==> src/rtl/game_state_ctrl.sv <==
// Pong game sequencer: menu, max-score setting, serve/play, point hold and game end.
// All state lives in clk_pix flops; outputs decode only from registered state.
module game_state_ctrl #(
    parameter int SCORE_W     = 5,
    parameter int MAX_MIN     = 1,
    parameter int MAX_MAX     = 15,
    parameter int MAX_DEF     = 5,
    parameter int HOLD_FRAMES = 60
) (
    input  logic               clk_pix,
    input  logic               reset,
    input  logic               frame_tick,
    input  logic               btn_launch,
    input  logic               btn_up,
    input  logic               btn_down,
    input  logic               left_hit,
    input  logic               right_hit,
    output logic [2:0]         state,
    output logic               run,
    output logic               ball_reset,
    output logic               serve_side,
    output logic [SCORE_W-1:0] score_p1,
    output logic [SCORE_W-1:0] score_p2,
    output logic [SCORE_W-1:0] max_score,
    output logic [1:0]         winner
);

    localparam int CNT_W = (HOLD_FRAMES > 1) ? $clog2(HOLD_FRAMES) : 1;

    typedef enum logic [2:0] {
        S_MENU      = 3'd0,
        S_SET       = 3'd1,
        S_START     = 3'd2,
        S_PLAY      = 3'd3,
        S_END_POINT = 3'd4,
        S_END_GAME  = 3'd5
    } state_t;

    state_t             state_q, state_d;
    logic [SCORE_W-1:0] score_p1_q, score_p1_d;
    logic [SCORE_W-1:0] score_p2_q, score_p2_d;
    logic [SCORE_W-1:0] max_score_q, max_score_d;
    logic               serve_side_q, serve_side_d;
    logic [1:0]         winner_q, winner_d;
    logic [CNT_W-1:0]   hold_q, hold_d;
    logic               prev_launch_q, prev_up_q, prev_down_q;
    logic               prev_left_q, prev_right_q;

    logic rise_launch, rise_up, rise_down, rise_left, rise_right;

    always_comb begin
        rise_launch = btn_launch & ~prev_launch_q;
        rise_up     = btn_up     & ~prev_up_q;
        rise_down   = btn_down   & ~prev_down_q;
        rise_left   = left_hit   & ~prev_left_q;
        rise_right  = right_hit  & ~prev_right_q;
    end

    always_comb begin
        state_d      = state_q;
        score_p1_d   = score_p1_q;
        score_p2_d   = score_p2_q;
        max_score_d  = max_score_q;
        serve_side_d = serve_side_q;
        winner_d     = winner_q;
        hold_d       = hold_q;

        case (state_q)
            S_MENU: begin
                if (rise_launch) state_d = S_SET;
            end
            S_SET: begin
                if (rise_launch) begin
                    state_d    = S_START;
                    score_p1_d = '0;
                    score_p2_d = '0;
                end else if (rise_up && !rise_down) begin
                    if (max_score_q < SCORE_W'(MAX_MAX))
                        max_score_d = max_score_q + SCORE_W'(1);
                end else if (rise_down && !rise_up) begin
                    if (max_score_q > SCORE_W'(MAX_MIN))
                        max_score_d = max_score_q - SCORE_W'(1);
                end
            end
            S_START: begin
                if (rise_launch) state_d = S_PLAY;
            end
            S_PLAY: begin
                // A simultaneous double hit ends the point without awarding it.
                if (rise_left || rise_right) begin
                    state_d = S_END_POINT;
                    hold_d  = '0;
                    if (rise_right && !rise_left) begin
                        score_p1_d   = score_p1_q + SCORE_W'(1);
                        serve_side_d = 1'b1;
                    end else if (rise_left && !rise_right) begin
                        score_p2_d   = score_p2_q + SCORE_W'(1);
                        serve_side_d = 1'b0;
                    end
                end
            end
            S_END_POINT: begin
                if (frame_tick) begin
                    if (hold_q == CNT_W'(HOLD_FRAMES - 1)) begin
                        hold_d = '0;
                        if (score_p1_q >= max_score_q) begin
                            winner_d = 2'd1;
                            state_d  = S_END_GAME;
                        end else if (score_p2_q >= max_score_q) begin
                            winner_d = 2'd2;
                            state_d  = S_END_GAME;
                        end else begin
                            state_d = S_START;
                        end
                    end else begin
                        hold_d = hold_q + CNT_W'(1);
                    end
                end
            end
            S_END_GAME: begin
                if (rise_launch) begin
                    state_d  = S_MENU;
                    winner_d = 2'd0;
                end
            end
            default: state_d = S_MENU;
        endcase
    end

    always_ff @(posedge clk_pix) begin
        if (reset) begin
            state_q       <= S_MENU;
            score_p1_q    <= '0;
            score_p2_q    <= '0;
            max_score_q   <= SCORE_W'(MAX_DEF);
            serve_side_q  <= 1'b0;
            winner_q      <= 2'd0;
            hold_q        <= '0;
            // Buttons held through reset must not register as a press.
            prev_launch_q <= 1'b1;
            prev_up_q     <= 1'b1;
            prev_down_q   <= 1'b1;
            prev_left_q   <= 1'b0;
            prev_right_q  <= 1'b0;
        end else begin
            state_q       <= state_d;
            score_p1_q    <= score_p1_d;
            score_p2_q    <= score_p2_d;
            max_score_q   <= max_score_d;
            serve_side_q  <= serve_side_d;
            winner_q      <= winner_d;
            hold_q        <= hold_d;
            prev_launch_q <= btn_launch;
            prev_up_q     <= btn_up;
            prev_down_q   <= btn_down;
            prev_left_q   <= left_hit;
            prev_right_q  <= right_hit;
        end
    end

    assign state      = state_q;
    assign run        = (state_q == S_PLAY);
    assign ball_reset = (state_q == S_START);
    assign serve_side = serve_side_q;
    assign score_p1   = score_p1_q;
    assign score_p2   = score_p2_q;
    assign max_score  = max_score_q;
    assign winner     = winner_q;

endmodule

==> config.mk <==
export PLATFORM = sky130hd
export DESIGN_NAME = game_state_ctrl
export DESIGN_NICKNAME = d
export VERILOG_FILES = /design/src/rtl/game_state_ctrl.sv
export SDC_FILE = /design/constraint.sdc
export NUM_CORES = 1
export LEC_CHECK = 0
export BUFFER_PORTS_ARGS = -buffer_cell sky130_fd_sc_hd__clkbuf_2
export CAP_MARGIN = 10
export CORE_MARGIN = 2
export CORE_UTILIZATION = 45
export DETAILED_ROUTE_END_ITERATION = 8
export HOLD_SLACK_MARGIN = 0.08
export MAX_ROUTING_LAYER = met4
export PLACE_DENSITY = 0.66
export SLEW_MARGIN = 20
export SYNTH_ARGS = -nofsm -noshare
export SYNTH_HDL_FRONTEND = slang
export SYNTH_SLANG_ARGS = --single-unit
==> constraint.sdc <==
create_clock -name clk_pix -period 4.15 [get_ports clk_pix]
set_clock_uncertainty 0.1 [all_clocks]
set_input_delay 0.415 -clock clk_pix [delete_from_list [all_inputs] [get_ports clk_pix]]
set_output_delay 0.415 -clock clk_pix [all_outputs]
set_load 0.005 [all_outputs]
==> impl_metrics.toml, run 1 <==
[grt]
antenna_found_initial = 0
overflow = 0
grt_max_degree = 26
grt_pass1_wl_mm = 6.19
grt_pass1_vias = 1401
grt.total_usage = 0.186

[synth]
ys.flop_type = "dfxtp_1"
syn_avg_cell_area_um2 = 8.45
synth_area_mm2 = 0.00189
ys_async_sr_fraction = 0
yosysSeqAreaShare = 0.339
ys_seq_elements = 32
syn_nets = 252
synth-edff-count = 0
syn_inst = 224
yosys_warnings = 0
netlist-cell-type-count = 43

[critical_path]
path_cells = "nor2b_1, inv_1, ha_1, or2b_1, a2bb2oi_1, or2_1, or4_1, a21oi_1"
crit_type = "flop to flop"
reg2reg_to = "hold_q[5]"
critPathCaptureType = "flop"
worstPathRequired_ns = 4.26
cp-start-kind = "flop"
r2r_cells = 8
r2r_setup_slack_ns = 1.80
cp_max_fo = 9
cp_slowest_cell = "or4_1"
critPathArrivalTime_ns = 2.46
max_stage_delay_ns = 0.46
r2r-start = "prev_right_q"

[drt]
via_per_inst = 5.29
dr.pass1.iters = 4
wl_mm = 3.80
drc = 0
routedWlPerCell_um = 12.5
num_vias = 1607
drt_iter0_markers = 68
postRouteAntennaNets = 0

[final_layout]
fill_cells = 407
nNetsFinal = 281
multi_input_area_mm2 = 0.00116
diodes = 0
layout-drive-gt1-share = 0.157
instances_no_fill = 304
regArea_um2 = 641
area_growth_pct = 13.4

[clock_network]
cts_root_buf = "clkbuf_8"
cts_resized = 0
h-tree-depth = 2
cts_sinks = 32
clockBufferDepth = 2
cts_tree = "built"
cts_buffers = 5
ctsHoldBuffers = 0
worstSkewPairLatency_ns = 0.29
cts.clk_slew.worst_paths_ns = 0.07
postCtsSetupBuffers = 0

[sta]
tightest_slew_ns = 0.634
rsz0062_at_grt = "false"
fin_crit_sh = 0.565
slew_viol_final = 0
relSlewSlack = 0.573
period_minus_slack_ns = 2.35
hold_viol = 0
setup_violations = 0
fin_tns_setup_ns = 0
fmax_mhz = 426

[placed_design]
hpwl_mm = 2.69
place_inst = 296
finalWeightedCongestion = 0.804
portBuffers = 30

[floorplanning]
initial_utilization = 0.470
die-area_mm2 = 0.00474
rows = 23
die_w_um = 68.8
num_io_pins = 31
fp.coreArea_mm2 = 0.00403
die_h_um = 68.8

[min_path]
hp-start = "btn_up"
holdPathStages = 2
hold_class = "primary input to flop"
hold-path-endpoint = "prev_up_q"

[power_and_ir_drop]
vdd_ir_drop_max_mv = 0.195
p_per_area_mw_per_mm2 = 278
power_leakage_nw = 0.950

[flow_run]
maxCapViolations = 0

[run_status]
status = "completed"
power by group:
group	switching [mW]	total (mW)	internal (mW)
Combinational	0.0182	0.0321	0.0138
Sequential	0.00327	0.314	0.311
Clock	0.115	0.250	0.135
per-layer routing:
layer	part of all wire	routed length, um	GRT usage	vias to the layer above
met1	0.49	1880	0.222	722
met3	0.053	202	0.0584	7
li1	-	-	-	842
met4	0.018	68	0.0735	0
met5	0	0	-	-
met2	0.43	1650	0.291	36
critical path, delay by kind of cell (launching register included):
| family | cells | cell delay [ns] |
|---|---|---|
| simple gates | 4 | 1.17 |
| compound gates | 2 | 0.37 |
| flops | 1 | 0.31 |
| fa+ha+maj | 1 | 0.23 |
| buf+inv | 1 | 0.08 |
worst max-delay path by stage:
stage	start	depth (start not counted)	endpoint	slack [ns]
finish	prev_right_q	8	hold_q[5]	1.80
global route	state[0]	5	max_score[3]	1.47
CTS	prev_right_q	8	hold_q[5]	1.80
detailed placement	right_hit	9	hold_q[5]	1.60
global placement	right_hit	9	hold_q[5]	1.64
floorplan	right_hit	8	hold_q[5]	1.85
sequential cells by signal (all words and copies together) (netlist names):
signal	flops
hold_q	6
max_score	5
score_p1	5
score_p2	5
state	3
winner	2
prev_down_q	1
prev_launch_q	1
prev_left_q	1
prev_right_q	1
prev_up_q	1
serve_side	1
cell type report:
| type | instances | area share |
|---|---|---|
| multi-input cells | 173 | 0.541 |
| well taps | 50 | 0.0292 |
| clock buffers | 8 | 0.0420 |
| inverters | 11 | 0.0193 |
| flip-flops and latches | 32 | 0.299 |
| repair buffers | 30 | 0.0700 |
cell families (layout without fill, tap and decap cells):
logic type	count (synthesis)	after routing	synth area share
compound gates	44	44	0.138
xor+xnor	11	11	0.0509
fa+ha+maj	20	20	0.132
buf+inv	19	49	0.0483
flops	32	32	0.339
mux	5	5	0.0265
simple gates	93	93	0.265
synth_stat cells, drive strengths merged (3+ instances only):
cell type  instances  area share
or2                4       0.013
o31ai              3       0.012
nand3              5       0.013
buf                4       0.019
o21ai              9       0.024
xor2               6       0.028
clkbuf             4      0.0079
ha                20        0.13
dfxtp             32        0.34
a21oi             19       0.050
nor2b              5       0.017
inv               11       0.022
mux2i              5       0.026
nor2              27       0.054
nor3               3      0.0079
nand4              6       0.020
xnor2              5       0.023
a21o               3       0.012
nand2b            11       0.036
nand2             12       0.024
or3                3      0.0099
o21bai             3       0.012
placed cells by master (no fill, tap or decap), types with 3 or more instances in the layout:
cell | netlist | final
nor2b_1 | 5 | 5
ha_1 | 20 | 20
or3_1 | 3 | 3
nand4_1 | 6 | 6
o21bai_1 | 3 | 3
dfxtp_1 | 32 | 32
o21ai_0 | 9 | 9
xor2_1 | 6 | 6
mux2i_1 | 5 | 5
clkbuf_2 | 0 | 30
nand2_1 | 12 | 12
nor2_1 | 27 | 27
a21oi_1 | 19 | 19
nand3_1 | 5 | 5
o31ai_1 | 3 | 3
or2_2 | 3 | 3
nor3_1 | 3 | 3
inv_1 | 11 | 11
clkbuf_8 | 0 | 6
a21o_1 | 3 | 3
xnor2_1 | 5 | 5
nand2b_1 | 11 | 11
per-stage QoR:
stage          worst slack (ns)  cell area, um^2  utilization  power (mW)  hold WS (ns)
6_report                   1.80             2140        0.532       0.596         0.232
5_1_grt                    1.47             2140        0.532       0.624         0.231
4_1_cts                    1.80             2140        0.532       0.604         0.227
3_5_place_dp               1.60             2050        0.510       0.354         0.357
3_3_place_gp               1.64             2050        0.510       0.353         0.364
2_1_floorplan              1.85             1890            -       0.344         0.354
(Power assumes the default switching activity.)
==> run 2: changes to the inputs <==
--- a/config.mk
+++ b/config.mk
@@ -5,6 +5,7 @@
 export SDC_FILE = /design/constraint.sdc
 export NUM_CORES = 1
 export LEC_CHECK = 0
+export ABC_AREA = 1
 export BUFFER_PORTS_ARGS = -buffer_cell sky130_fd_sc_hd__clkbuf_2
 export CAP_MARGIN = 10
 export CORE_MARGIN = 2
==> constraint.sdc (replaced) <==
create_clock -name clk_pix -period 2.4 [get_ports clk_pix]
set_clock_uncertainty 0.1 [all_clocks]
set_input_delay 0.24 -clock clk_pix [delete_from_list [all_inputs] [get_ports clk_pix]]
set_output_delay 0.24 -clock clk_pix [all_outputs]
set_load 0.005 [all_outputs]
==> impl_metrics.toml, run 2 <==
[power_and_ir_drop]
p_sw_frac = 0.250
comb_power_share = 0.082
internal_power_uw = 804
pwr-share-clk = 0.407
power_mw = 1.07
pwr-share-seq = 0.511
power_leakage_nw = 1.14
vdd_ir_drop_max_mv = 0.213
p_sw_uw = 268
p_per_area_mw_per_mm2 = 457

[synth]
ys_top_cells_by_count = "nand2_1 (65), nor2_1 (38), inv_1 (35), dfxtp_1 (32), a21oi_1 (26)"
syn_nets = 318
synthAdderAreaFrac = 0.125
yosys_warnings = 0
synth-edff-count = 0
synthMuxAreaShare = 0.00501
synth-simple-area-share = 0.320
yosysSeqAreaShare = 0.321
syn_inst = 290
yosys.area.top_type = "dfxtp_1"
ys.flop_type = "dfxtp_1"
synth-compound-area-share = 0.112
synth_top_area_frac = 0.321
synth_area_mm2 = 0.00200
ys_seq_elements = 32
netlist-cell-type-count = 30
synth_top_family_by_area = "simple AND/OR/NAND/NOR gates"
ys_async_sr_fraction = 0
synth_xor_area_frac = 0.0263
syn_avg_cell_area_um2 = 6.89
yosysMostFrequentCell = "nand2_1"
ys_top_cells_by_area = "dfxtp_1 (32%), ha_1 (13%), nand2_1 (12%)"

[drt]
drc = 0
postRouteAntennaNets = 0
via_per_inst = 4.94
num_vias = 1888
wl_mm = 4.35
dr.pass1.iters = 4
drt_iter0_markers = 60
routedWlPerCell_um = 11.4

[clock_network]
ctsHoldBuffers = 5
worstSkewPairLatency_ns = 0.29
postCtsSetupBuffers = 0
cts_tree = "built"
h-tree-depth = 2
clockBufferDepth = 2
cts_sinks = 32
cts.clk_slew.worst_paths_ns = 0.07
cts_resized = 0
cts_root_buf = "clkbuf_8"
cts_buffers = 5

[critical_path]
endpoint = "max_score[3]"
path_delay_family = "buffers and inverters"
critPathArrivalTime_ns = 2.27
cp_slowest_cell = "dlygate4sd3_1"
critPathCaptureType = "flop"
reg2reg_to = "winner[1]"
r2r-start = "max_score[2]"
crit_top_cell = "inv_1"
max_stage_delay_ns = 0.53
cp_max_fo = 6
crit_cells = 12
cp_num_buf_inv = 4
r2r_setup_slack_ns = 0.38
r2r_cells = 12
cp-start-kind = "primary input"
crit_start = "btn_down"
worstPathRequired_ns = 2.48
path_cells = "dlygate4sd3_1, clkbuf_2, inv_1, or2_2, ha_1, inv_1, nand3_1, o21ai_1, nor2_4, nand2_1, a21oi_1, o21a_1"
crit_type = "primary input to flop"

[placed_design]
place_area_mm2 = 0.00220
finalWeightedCongestion = 0.905
place_inst = 369
portBuffers = 30
pre_cts_ws_ns = 0.426
hpwl_mm = 3.28

[floorplanning]
fp.coreArea_mm2 = 0.00432
die_w_um = 70.6
die_h_um = 70.6
num_io_pins = 31
initial_utilization = 0.462
die-area_mm2 = 0.00499
rows = 24

[sta]
setup_violations = 0
relSlewSlack = 0.731
slew_viol_final = 0
setup_ws_ns = 0.213
tightest_slew_ns = 0.404
rsz0062_at_grt = "false"
hold_viol = 0
fmax_mhz = 457
fin_crit_sh = 0.911
fin_tns_setup_ns = 0
period_minus_slack_ns = 2.19
hold_ws_ns = 0.302

[grt]
overflow = 0
grt_pass1_wl_mm = 7.52
grt.total_usage = 0.194
grt_pass1_vias = 1665
grt_max_degree = 18
antenna_found_initial = 0

[flow_run]
maxCapViolations = 0

[final_layout]
stdcell_area_mm2 = 0.00235
instances_no_fill = 382
largest_reg_flops = 6
fin_util = 0.543
mostFrequentLayoutCell = "nand2_1"
most-common-layout-cells = "nand2_1 (65), nor2_1 (38), inv_1 (35), dfxtp_1 (32), clkbuf_2 (30)"
regMostFlops = "hold_q"
diodes = 0
layout-drive-gt1-share = 0.185
nNetsFinal = 357
area_growth_pct = 17.5

[run_status]
status = "completed"

[min_path]
hold_class = "primary input to flop"
-- run 2: power by group through the flow --
stage	Sequential [mW]	Clock, mW	Combinational, mW
2_1_floorplan	0.558	0	0.0577
3_3_place_gp	0.559	0	0.0807
3_5_place_dp	0.560	0	0.0814
4_1_cts	0.547	0.450	0.0886
5_1_grt	0.549	0.474	0.102
6_report	0.547	0.436	0.0880
-- run 2: worst reg2reg max path, stage by stage, from the launching register on --
cell,delay (ns)
dfxtp_1,0.43
inv_1,0.15
ha_1,0.31
nand2_1,0.07
nand2_1,0.04
nand2_1,0.05
nand2_1,0.05
nor2_1,0.14
nand3_1,0.14
nand2_1,0.13
nand2_1,0.11
a21oi_1,0.14
nor2_1,0.06
-- run 2: worst min path at each step --
stage          cells after the start           to     start
2_1_floorplan                      2  prev_down_q  btn_down
3_3_place_gp                       3  prev_down_q  btn_down
3_5_place_dp                       3  prev_down_q  btn_down
4_1_cts                            2    hold_q[1]     reset
5_1_grt                            2    hold_q[1]     reset
6_report                           2    hold_q[1]     reset
-- run 2: cell families (layout without fill, tap and decap cells) --
kind of cell               Yosys count  count (layout)
xor gates and xnor gates             6               6
muxes                                1               1
AOI/OAI and AO/OA                   41              41
and+or+nand+nor                    143             143
DFF                                 32              32
buffers and inverters               47              87
adders and majority gates           20              20
-- run 2: layout make-up --
class	count	area [um^2]
clock inverters	2	10.0
well taps	52	65.1
inverters	43	164
repair buffers	36	208
fillers	444	1980
clock buffers	6	82.6
flip-flops and latches	32	641
multi-input cells	211	1180
-- run 2: metal layers --
layer / global-route usage / up-vias / wire length (um)
met5: - / - / 0
met3: 0.0442 / 7 / 188
li1: - / 1010 / -
met2: 0.303 / 46 / 1960
met1: 0.254 / 825 / 2140
met4: 0.0566 / 0 / 60
==> run 3: changes to the inputs <==
==> constraint.sdc (replaced) <==
create_clock -name clk_pix -period 2.5 [get_ports clk_pix]
set_clock_uncertainty 0.1 [all_clocks]
set_input_delay 0.25 -clock clk_pix [delete_from_list [all_inputs] [get_ports clk_pix]]
set_output_delay 0.25 -clock clk_pix [all_outputs]
set_load 0.005 [all_outputs]
==> impl_metrics.toml, run 3 (synthesis gave the netlist of run 2 again) <==
[run_status]
status = "completed"

[drt]
drt_iter0_markers = 75
wl_mm = 4.27
drc = 0
num_vias = 1878
postRouteAntennaNets = 0
via_per_inst = 4.94
dr.pass1.iters = 4
routedWlPerCell_um = 11.2

[final_layout]
regArea_um2 = 641
area_growth_pct = 16.5
instances_no_fill = 380
regMostFlops = "hold_q"
nNetsFinal = 356
fill_cells = 462
fin_util = 0.538
largest_reg_flops = 6
mostFrequentLayoutCell = "nand2_1"
stdcell_area_mm2 = 0.00233
multi_input_area_mm2 = 0.00118
most-common-layout-cells = "nand2_1 (65), nor2_1 (38), inv_1 (35), dfxtp_1 (32), clkbuf_2 (30)"
diodes = 0
layout-drive-gt1-share = 0.180

[placed_design]
portBuffers = 30
place_area_mm2 = 0.00220
hpwl_mm = 3.20
finalWeightedCongestion = 0.896
place_inst = 368

[sta]
fmax_mhz = 456
fin_crit_sh = 0.877
relSlewSlack = 0.745
setup_violations = 0
slew_viol_final = 0
rsz0062_at_grt = "false"
tightest_slew_ns = 0.380
hold_ws_ns = 0.292
hold_viol = 0
period_minus_slack_ns = 2.19
fin_tns_setup_ns = 0

[critical_path]
path_cells = "dlygate4sd3_1, clkbuf_2, inv_1, or2_2, ha_1, inv_1, nand3_1, o21ai_1, nor2_4, nand2_1, a21oi_1, o21a_1"
max_stage_delay_ns = 0.52
cp_max_fo = 6
cp_slowest_cell = "dlygate4sd3_1"
worstPathRequired_ns = 2.58
r2r_cells = 10
crit_top_cell = "inv_1"
critPathArrivalTime_ns = 2.28
crit_type = "primary input to flop"
critPathCaptureType = "flop"
cp-start-kind = "primary input"

[grt]
grt_max_degree = 18
grt.total_usage = 0.194
grt_pass1_wl_mm = 7.47
overflow = 0
grt_pass1_vias = 1637
antenna_found_initial = 0

[flow_run]
maxCapViolations = 0

[floorplanning]
rows = 24
die_w_um = 70.6
num_io_pins = 31
die_h_um = 70.6
die-area_mm2 = 0.00499
initial_utilization = 0.462
fp.coreArea_mm2 = 0.00432

[power_and_ir_drop]
p_per_area_mw_per_mm2 = 426
power_leakage_nw = 1.12
vdd_ir_drop_max_mv = 0.297

[clock_network]
clockBufferDepth = 2
h-tree-depth = 2
cts_tree = "built"
cts_sinks = 32
cts_buffers = 5
postCtsSetupBuffers = 0
worstSkewPairLatency_ns = 0.29
cts.clk_slew.worst_paths_ns = 0.07
cts_root_buf = "clkbuf_8"

[min_path]
holdPathStages = 2
hold_class = "primary input to flop"
==> run 3: layout make-up <==
type                    count  share of cell area
clock buffers               5              0.0296
clock inverters             2             0.00538
inverters                  43              0.0704
multi-input cells         211               0.505
flip-flops and latches     32               0.275
well taps                  52              0.0280
repair buffers             35              0.0860
==> run 3: critical path: cells and delay by family <==
family | cells | cell delay [ns]
fa+ha+maj | 1 | 0.27
compound gates | 3 | 0.40
buf+inv | 4 | 0.79
simple gates | 4 | 0.54
==> run 3: power breakdown <==
group          leakage, nW  total, mW  switching [mW]  internal (mW)
Combinational        0.824     0.0826          0.0495         0.0331
Sequential           0.260      0.525         0.00720          0.518
Clock               0.0400      0.384           0.196          0.188
Total                 1.12      0.992           0.252          0.739
==> run 3: path summary, 6_finish.rpt <==
kind / startpoint / to / slack, ns
max reg2reg: max_score[1] / winner[1] / 0.55
min: reset / score_p2[4] / 0.29
min reg2reg: serve_side / serve_side / 0.37
max: btn_down / max_score[3] / 0.31
==> run 3: what timing repair did <==
action	CTS	global route
hold endpoints to repair	5	0
hold buffers	5	0
resized for setup	0	0
==> run 3: per-stage QoR <==
stage / total power [mW] / setup slack, ns
after floorplan: 0.591 / 0.702
after global placement: 0.613 / 0.599
after detailed placement: 0.614 / 0.553
after CTS: 1.01 / 0.295
after global routing: 1.04 / 0.0967
final: 0.992 / 0.308
==> run 3: layer usage <==
layer,track usage,up-vias,part of all wire
met4,0.0692,0,0.017
met5,-,-,0
li1,-,1009,-
met1,0.246,828,0.48
met2,0.299,36,0.45
met3,0.0513,5,0.049
